--- config.mk ---
export PLATFORM = sky130hd
export DESIGN_NAME = hssi_mb_cmd_engine_flat
export DESIGN_NICKNAME = d
export VERILOG_FILES = /design/src/rtl/hssi_mb_cmd_engine_if.sv /design/src/rtl/hssi_mb_cmd_engine.sv /design/src/flat_wrapper.sv
export SDC_FILE = /design/constraint.sdc
export NUM_CORES = 1
export LEC_CHECK = 0
export ABC_AREA = 0
export ABC_CLOCK_PERIOD_IN_PS = 6100
export CORE_MARGIN = 2
export CORE_UTILIZATION = 41
export CTS_CLUSTER_DIAMETER = 60
export DETAILED_ROUTE_END_ITERATION = 10
export GPL_TIMING_DRIVEN = 0
export HOLD_SLACK_MARGIN = 0.02
export PLACE_DENSITY_LB_ADDON = 0.1
export SYNTH_ARGS = -nofsm -noshare
export SYNTH_HDL_FRONTEND = slang
export SYNTH_SLANG_ARGS = --single-unit
--- constraint.sdc ---
create_clock -name clk -period 6.1 [get_ports clk]
set_clock_uncertainty 0.05 [all_clocks]
set_input_delay 1.22 -clock clk [delete_from_list [all_inputs] [get_ports clk]]
set_output_delay 1.22 -clock clk [all_outputs]
set_load 0.02 [all_outputs]
--- src/rtl/hssi_mb_cmd_engine_if.sv ---
// Bus bundle for the HSSI mailbox command engine.
//   csr_*  : host CSR window (one-cycle write/read strobes, registered read response)
//   tc_*   : indirect req/ack bus to NUM_PORTS traffic controllers
// master : host / traffic-controller side (drives strobes and acks)
// slave  : the command engine
interface hssi_mb_cmd_engine_if #(
  parameter int unsigned NUM_PORTS = 8,
  parameter int unsigned ADDR_W    = 16,
  parameter int unsigned DATA_W    = 32
);
  logic                          csr_wr;
  logic                          csr_rd;
  logic [3:0]                    csr_addr;
  logic [31:0]                   csr_wdata;
  logic [31:0]                   csr_rdata;
  logic                          csr_rvalid;
  logic [NUM_PORTS-1:0]          tc_req;
  logic                          tc_wr;
  logic [ADDR_W-1:0]             tc_addr;
  logic [DATA_W-1:0]             tc_wdata;
  logic [NUM_PORTS-1:0]          tc_ack;
  logic [NUM_PORTS*DATA_W-1:0]   tc_rdata;

  modport master (
    output csr_wr, csr_rd, csr_addr, csr_wdata, tc_ack, tc_rdata,
    input  csr_rdata, csr_rvalid, tc_req, tc_wr, tc_addr, tc_wdata
  );

  modport slave (
    input  csr_wr, csr_rd, csr_addr, csr_wdata, tc_ack, tc_rdata,
    output csr_rdata, csr_rvalid, tc_req, tc_wr, tc_addr, tc_wdata
  );
endinterface

--- src/rtl/hssi_mb_cmd_engine.sv ---
// Multi-port mailbox command engine.
// The host fills ADDRESS/WRDATA and writes CMD; the engine issues one indirect read or
// write to the selected traffic-controller port, waits for its ack (or times out) and
// reports sticky status in CMD.
// Ports:
//   clk  : single clock
//   rst  : synchronous active-high reset
//   bus  : hssi_mb_cmd_engine_if.slave (CSR window + tc req/ack bus)
// CSR map: 0x0 CMD (wr: [1:0] op, [11:8] port; rd: busy/done/timeout/bad_port/overrun,
//          [11:8] last port), 0x4 ADDRESS, 0x8 RDDATA (ro), 0xC WRDATA.
module hssi_mb_cmd_engine #(
  parameter int unsigned NUM_PORTS   = 8,
  parameter int unsigned ADDR_W      = 16,
  parameter int unsigned DATA_W      = 32,
  parameter int unsigned TIMEOUT_CYC = 1024
) (
  input logic                 clk,
  input logic                 rst,
  hssi_mb_cmd_engine_if.slave bus
);

  localparam logic StIdle = 1'b0;
  localparam logic StReq  = 1'b1;

  localparam int unsigned     TimerW    = $clog2(TIMEOUT_CYC);
  localparam logic [TimerW-1:0] TimerLast = TimerW'(TIMEOUT_CYC - 1);

  logic              state_q, state_d;
  logic [TimerW-1:0] timer_q, timer_d;
  logic [ADDR_W-1:0] addr_q, addr_d;
  logic [DATA_W-1:0] wrdata_q, wrdata_d;
  logic [DATA_W-1:0] rddata_q, rddata_d;
  logic [ADDR_W-1:0] tc_addr_q, tc_addr_d;
  logic [DATA_W-1:0] tc_wdata_q, tc_wdata_d;
  logic              tc_wr_q, tc_wr_d;
  // Last accepted port; doubles as the in-flight port since busy CMD writes are dropped.
  logic [3:0]        port_q, port_d;
  logic              done_q, done_d;
  logic              timeout_q, timeout_d;
  logic              bad_port_q, bad_port_d;
  logic              overrun_q, overrun_d;
  logic              rvalid_q, rvalid_d;
  logic [31:0]       rdata_q, rdata_d;

  logic              wr_cmd, wr_addr, wr_wdata;
  logic [1:0]        cmd_op;
  logic [3:0]        cmd_port;
  logic              cmd_xfer, port_ok;
  logic [NUM_PORTS-1:0] req_vec;
  logic [DATA_W-1:0] ack_data;
  logic              ack_hit;
  logic [31:0]       status;
  logic              unused_wdata;

  assign wr_cmd   = bus.csr_wr && (bus.csr_addr == 4'h0);
  assign wr_addr  = bus.csr_wr && (bus.csr_addr == 4'h4);
  assign wr_wdata = bus.csr_wr && (bus.csr_addr == 4'hC);

  assign cmd_op   = bus.csr_wdata[1:0];
  assign cmd_port = bus.csr_wdata[11:8];
  assign cmd_xfer = (cmd_op == 2'd1) || (cmd_op == 2'd2);
  assign port_ok  = 32'(cmd_port) < NUM_PORTS;

  // Only some CMD bits are meaningful; the rest are don't-care on write.
  assign unused_wdata = ^bus.csr_wdata;

  // One-hot request and the matching read-data slice, built with constant indices so the
  // 4-bit port field never has to index a narrower vector.
  always_comb begin
    req_vec  = '0;
    ack_data = '0;
    for (int p = 0; p < int'(NUM_PORTS); p++) begin
      if ((state_q == StReq) && (port_q == 4'(p))) begin
        req_vec[p] = 1'b1;
        ack_data   = bus.tc_rdata[p*DATA_W +: DATA_W];
      end
    end
  end

  // Acks on non-selected ports, or any ack while idle, fall out of this mask.
  assign ack_hit = |(req_vec & bus.tc_ack);

  always_comb begin
    status       = '0;
    status[0]    = (state_q == StReq);
    status[1]    = done_q;
    status[2]    = timeout_q;
    status[3]    = bad_port_q;
    status[4]    = overrun_q;
    status[11:8] = port_q;
  end

  // Next-state logic for the transaction FSM and status.
  always_comb begin
    state_d    = state_q;
    timer_d    = timer_q;
    tc_addr_d  = tc_addr_q;
    tc_wdata_d = tc_wdata_q;
    tc_wr_d    = tc_wr_q;
    port_d     = port_q;
    done_d     = done_q;
    timeout_d  = timeout_q;
    bad_port_d = bad_port_q;
    overrun_d  = overrun_q;
    rddata_d   = rddata_q;

    if (state_q == StIdle) begin
      if (wr_cmd) begin
        done_d     = 1'b0;
        timeout_d  = 1'b0;
        bad_port_d = 1'b0;
        overrun_d  = 1'b0;
        port_d     = cmd_port;
        if (cmd_xfer) begin
          if (port_ok) begin
            state_d    = StReq;
            timer_d    = '0;
            tc_addr_d  = addr_q;
            tc_wdata_d = wrdata_q;
            tc_wr_d    = (cmd_op == 2'd2);
          end else begin
            done_d     = 1'b1;
            bad_port_d = 1'b1;
          end
        end
      end
    end else begin
      if (wr_cmd) begin
        overrun_d = 1'b1;
      end
      // Ack takes priority over a timeout landing in the same cycle.
      if (ack_hit) begin
        state_d = StIdle;
        done_d  = 1'b1;
        if (!tc_wr_q) begin
          rddata_d = ack_data;
        end
      end else if (timer_q == TimerLast) begin
        state_d   = StIdle;
        done_d    = 1'b1;
        timeout_d = 1'b1;
        rddata_d  = '1;
      end else begin
        timer_d = timer_q + 1'b1;
      end
    end
  end

  // Host-visible registers and the registered read response (sees pre-write values).
  always_comb begin
    addr_d   = wr_addr ? bus.csr_wdata[ADDR_W-1:0] : addr_q;
    wrdata_d = wr_wdata ? bus.csr_wdata[DATA_W-1:0] : wrdata_q;
    rvalid_d = bus.csr_rd;
    rdata_d  = '0;
    if (bus.csr_rd) begin
      case (bus.csr_addr)
        4'h0:    rdata_d = status;
        4'h4:    rdata_d = 32'(addr_q);
        4'h8:    rdata_d = 32'(rddata_q);
        4'hC:    rdata_d = 32'(wrdata_q);
        default: rdata_d = '0;
      endcase
    end
  end

  always_ff @(posedge clk) begin
    if (rst) begin
      state_q    <= StIdle;
      timer_q    <= '0;
      addr_q     <= '0;
      wrdata_q   <= '0;
      rddata_q   <= '0;
      tc_addr_q  <= '0;
      tc_wdata_q <= '0;
      tc_wr_q    <= 1'b0;
      port_q     <= '0;
      done_q     <= 1'b0;
      timeout_q  <= 1'b0;
      bad_port_q <= 1'b0;
      overrun_q  <= 1'b0;
      rvalid_q   <= 1'b0;
      rdata_q    <= '0;
    end else begin
      state_q    <= state_d;
      timer_q    <= timer_d;
      addr_q     <= addr_d;
      wrdata_q   <= wrdata_d;
      rddata_q   <= rddata_d;
      tc_addr_q  <= tc_addr_d;
      tc_wdata_q <= tc_wdata_d;
      tc_wr_q    <= tc_wr_d;
      port_q     <= port_d;
      done_q     <= done_d;
      timeout_q  <= timeout_d;
      bad_port_q <= bad_port_d;
      overrun_q  <= overrun_d;
      rvalid_q   <= rvalid_d;
      rdata_q    <= rdata_d;
    end
  end

  assign bus.tc_req     = req_vec;
  assign bus.tc_wr      = tc_wr_q;
  assign bus.tc_addr    = tc_addr_q;
  assign bus.tc_wdata   = tc_wdata_q;
  assign bus.csr_rvalid = rvalid_q;
  assign bus.csr_rdata  = rdata_q;

endmodule

--- src/flat_wrapper.sv ---
// flat-port wrapper written by rule: the top's interface ports become plain ports
module hssi_mb_cmd_engine_flat 
#(
  parameter int unsigned NUM_PORTS   = 8,
  parameter int unsigned ADDR_W      = 16,
  parameter int unsigned DATA_W      = 32,
  parameter int unsigned TIMEOUT_CYC = 1024
)
  (clk, rst, bus_csr_wr, bus_csr_rd, bus_csr_addr, bus_csr_wdata, bus_tc_ack, bus_tc_rdata, bus_csr_rdata, bus_csr_rvalid, bus_tc_req, bus_tc_wr, bus_tc_addr, bus_tc_wdata);
  hssi_mb_cmd_engine_if #(.NUM_PORTS(NUM_PORTS), .ADDR_W(ADDR_W), .DATA_W(DATA_W)) bus_i ();
  input logic clk;
  input logic rst;
  input wire logic [$bits(bus_i.csr_wr)-1:0] bus_csr_wr;
  input wire logic [$bits(bus_i.csr_rd)-1:0] bus_csr_rd;
  input wire logic [$bits(bus_i.csr_addr)-1:0] bus_csr_addr;
  input wire logic [$bits(bus_i.csr_wdata)-1:0] bus_csr_wdata;
  input wire logic [$bits(bus_i.tc_ack)-1:0] bus_tc_ack;
  input wire logic [$bits(bus_i.tc_rdata)-1:0] bus_tc_rdata;
  output wire logic [$bits(bus_i.csr_rdata)-1:0] bus_csr_rdata;
  output wire logic [$bits(bus_i.csr_rvalid)-1:0] bus_csr_rvalid;
  output wire logic [$bits(bus_i.tc_req)-1:0] bus_tc_req;
  output wire logic [$bits(bus_i.tc_wr)-1:0] bus_tc_wr;
  output wire logic [$bits(bus_i.tc_addr)-1:0] bus_tc_addr;
  output wire logic [$bits(bus_i.tc_wdata)-1:0] bus_tc_wdata;
  assign bus_i.csr_wr = bus_csr_wr;
  assign bus_i.csr_rd = bus_csr_rd;
  assign bus_i.csr_addr = bus_csr_addr;
  assign bus_i.csr_wdata = bus_csr_wdata;
  assign bus_i.tc_ack = bus_tc_ack;
  assign bus_i.tc_rdata = bus_tc_rdata;
  assign bus_csr_rdata = bus_i.csr_rdata;
  assign bus_csr_rvalid = bus_i.csr_rvalid;
  assign bus_tc_req = bus_i.tc_req;
  assign bus_tc_wr = bus_i.tc_wr;
  assign bus_tc_addr = bus_i.tc_addr;
  assign bus_tc_wdata = bus_i.tc_wdata;
  hssi_mb_cmd_engine #(.NUM_PORTS(NUM_PORTS), .ADDR_W(ADDR_W), .DATA_W(DATA_W), .TIMEOUT_CYC(TIMEOUT_CYC)) u_core (.clk(clk), .rst(rst), .bus(bus_i));
endmodule
==> impl_results.md <==
- Share of Yosys cell area claimed by the top area cell type: 39.8%
- Final Non-Filler Cells: 1,835
- Switching Share: 24.7%
- Global-route wire length before repair: 62,400 um
- Yosys warning count: 0
- Status: complete, no violations
- Power Total: 2570 uW
- Final HPWL DP: 33,200 um
- Setup tns final: 0 ns
- Sequential share of the synthesized area: 39.8%
- Buf/Inv on CP: 4
- Critical Path Fanout Max: 10
- Total congestion overflow: 0
- CTS sink count: 181
- Post-synth EDFFs: 0
- Actual slew at the worst max-slew pin: 1.13 ns
- Gpl congestion: 0.954
- Drt via density: 5.66
- Achievable Freq: 238 MHz
- Worst Hold Depth: 2
- Fin. max-slew vios: 0
- Avg WL per Cell: 22.6 um
- Leakage Power: 0.00452 uW
- Cts repair resizes: 0
- Count of final setup violators: 0
- IO Pins: 394
- Die Ht: 153 um
- Clk buf depth: 2
- Internal power: 1930 uW
- Initial Util: 41.7%
- CTS tree: yes
- Port bufs: 392
- Largest net degree at the start of global routing: 19
- Yosys reg bits: 181
- Core Util, Final: 63.9%
- Iter 0 DRT Violations: 1,079
- Unique cell type count in the Yosys netlist: 62
- Core area: 21,800 um^2
- Post-route ant nets: 0
- Netlist area before placement: 9100 um^2
- VDD IR max: 0.191 mV
- Width of the die: 153 um
- Switch Pwr: 633 uW
- Yosys top cell by area: dfxtp_1
- RSZ-0062 raised after global routing: no
- Vias in the first global route: 10,200
- Crit path launch type: register
- Critical path's slowest cell: clkdlybuf4s50_1
- CP max stage delay: 0.61 ns
- Pre-antenna DRT Iters: 6
- Power per standard cell area: 184 nW/um^2
- WP depth: 6
- Net count after synthesis: 1,436
- CTS root buffer: clkbuf_16
- Hold slack: 0.406 ns
- Combinational share of power: 12.5%
- Post-synth top flop: dfxtp_1
- Top cells by area, synth: dfxtp_1, nand2_1, a21oi_1
- Top Family by Delay on Critical Path: buffers and inverters
- CTS Hold Bufs: 0
- Standard-cell rows: 54
- Asr flop ratio synth: 0%
- Crit Path Class: register to output pin
- Clk Latency, worst-skew pair: 0.43 ns
- Placed Cells: 1,802
- H-Tree Depth: 4
- DRC Markers: 0
- Reg power frac: 46.5%
- Most frequent cell after synthesis: nand2_1
- Buffer count from post-CTS setup fixing: 0
- Share of post-route cells with drive strength above 1: 8.43%
- Fin crit share: 68.8%
- Vias: 10,400
- Reg2reg path depth: 8
- Total Die Area: 23,400 um^2
- Slew Limit Headroom: 23.6%
- Min cycle time layout: 4.19 ns
- CP Data Arrival Time: 2.92 ns
- Final nets: 1,847
- Clock power share: 41.1%
- Final WL: 41,400 um
- Worst setup EP type: output pin
- Max Cap Viol: 0
- Worst endpoint required time: 4.83 ns
- Initial antenna violation count: 2
- Crit-path cells: buf_2 > and2b_1 > nand4b_1 > clkbuf_1 > inv_1 > clkdlybuf4s50_1
- Hold Crit Class: register to register
- Mapped Cells: 1,130
- Synth cell count leaders: nand2_1, dfxtp_1, a21oi_1, clkbuf_1, a22oi_1
- Num CTS Buffers: 17
- Synth-to-layout area growth: 53.2%
- Syn_area_per_cell: 8.06 um^2
- GRT Total Usage: 34.6%
- CTS clk-pin slew, worst paths: 0.07 ns
- Final Hold Vio Count: 0
worst paths after layout:
check	slack (ns)	endpoint	startpoint
hold reg to reg	0.41	u_core.bus.tc_wdata[9]	u_core.bus.tc_wdata[9]
hold / removal	0.41	u_core.bus.tc_wdata[9]	u_core.bus.tc_wdata[9]
setup / recovery	1.91	bus_tc_req[6]	u_core.state_q
setup reg to reg	3.35	u_core.rddata_q[14]	u_core.state_q
per-layer routing:
layer / up-vias / GRT usage, % / share of wire (%)
met4: 2 / 11.3 / 3.0
li1: 4872 / - / -
met3: 80 / 6.15 / 7.7
met1: 4892 / 45.8 / 42
met2: 546 / 57.5 / 48
met5: - / 0 / 0.039
layout make-up:
| class | instances | area, um^2 |
|---|---|---|
| antenna | 1 | 2.50 |
| buffer | 103 | 458 |
| clock buffer | 17 | 425 |
| clock inverter | 15 | 141 |
| fill | 1983 | 7880 |
| inverter | 38 | 143 |
| multi-input combinational | 808 | 4880 |
| sequential | 181 | 3620 |
| tap | 280 | 350 |
| timing repair buffer | 392 | 3920 |
power groups by stage:
stage               Sequential [uW]  Combinational, uW  Clock [uW]
detailed placement             1220                314           0
global placement               1220                312           0
finish                         1190                320        1050
global route                   1190                337        1110
CTS                            1190                316        1060
floorplan                      1220               75.9           0
per-stage QoR:
step / worst slack, ns / cell area, um^2
3_5_place_dp: 2.25 / 13400
5_1_grt: 1.77 / 13900
2_1_floorplan: 3.33 / 9100
3_3_place_gp: 2.25 / 13400
4_1_cts: 1.89 / 13900
6_report: 1.91 / 13900
flip-flops by register name, indices dropped and copies added (netlist names):
register,count
u_core.addr_q,16
u_core.bad_port_q,1
u_core.bus.csr_rdata,32
u_core.bus.csr_rvalid,1
u_core.bus.tc_addr,16
u_core.bus.tc_wdata,32
u_core.bus.tc_wr,1
u_core.done_q,1
u_core.overrun_q,1
u_core.port_q,4
u_core.rddata_q,32
u_core.state_q,1
u_core.timeout_q,1
u_core.timer_q,10
u_core.wrdata_q,32
tightest hold or removal path, delay by kind of cell, from the launching register on:
kind | cells | cell delay, ns
AO/OA/AOI/OAI | 1 | 0.05
AND/OR/NAND/NOR | 1 | 0.05
flip-flops | 1 | 0.31
kinds of logic after synthesis:
kind of cell	Yosys count	synth area share, %
AO/OA/AOI/OAI	414	31.4
AND/OR/NAND/NOR	342	16.2
flip-flops	181	39.8
buffers and inverters	141	6.60
multiplexers	46	5.43
XOR/XNOR	4	0.385
adder cells (fa/ha/maj)	2	0.275
cells in the final DEF (no fill, tap or decap), drive strengths merged, types with 12 or more instances in the layout:
cell / count
o22ai: 29
buf: 35
inv: 45
clkdlybuf4s50: 392
mux2i: 19
a21oi: 158
dfxtp: 181
mux2: 27
a22oi: 60
o21ai: 55
clkbuf: 85
o2bb2ai: 24
nor2: 49
a21o: 23
a222oi: 12
nand2: 238
a221oi: 31
Power figures use the tool's default switching activity.
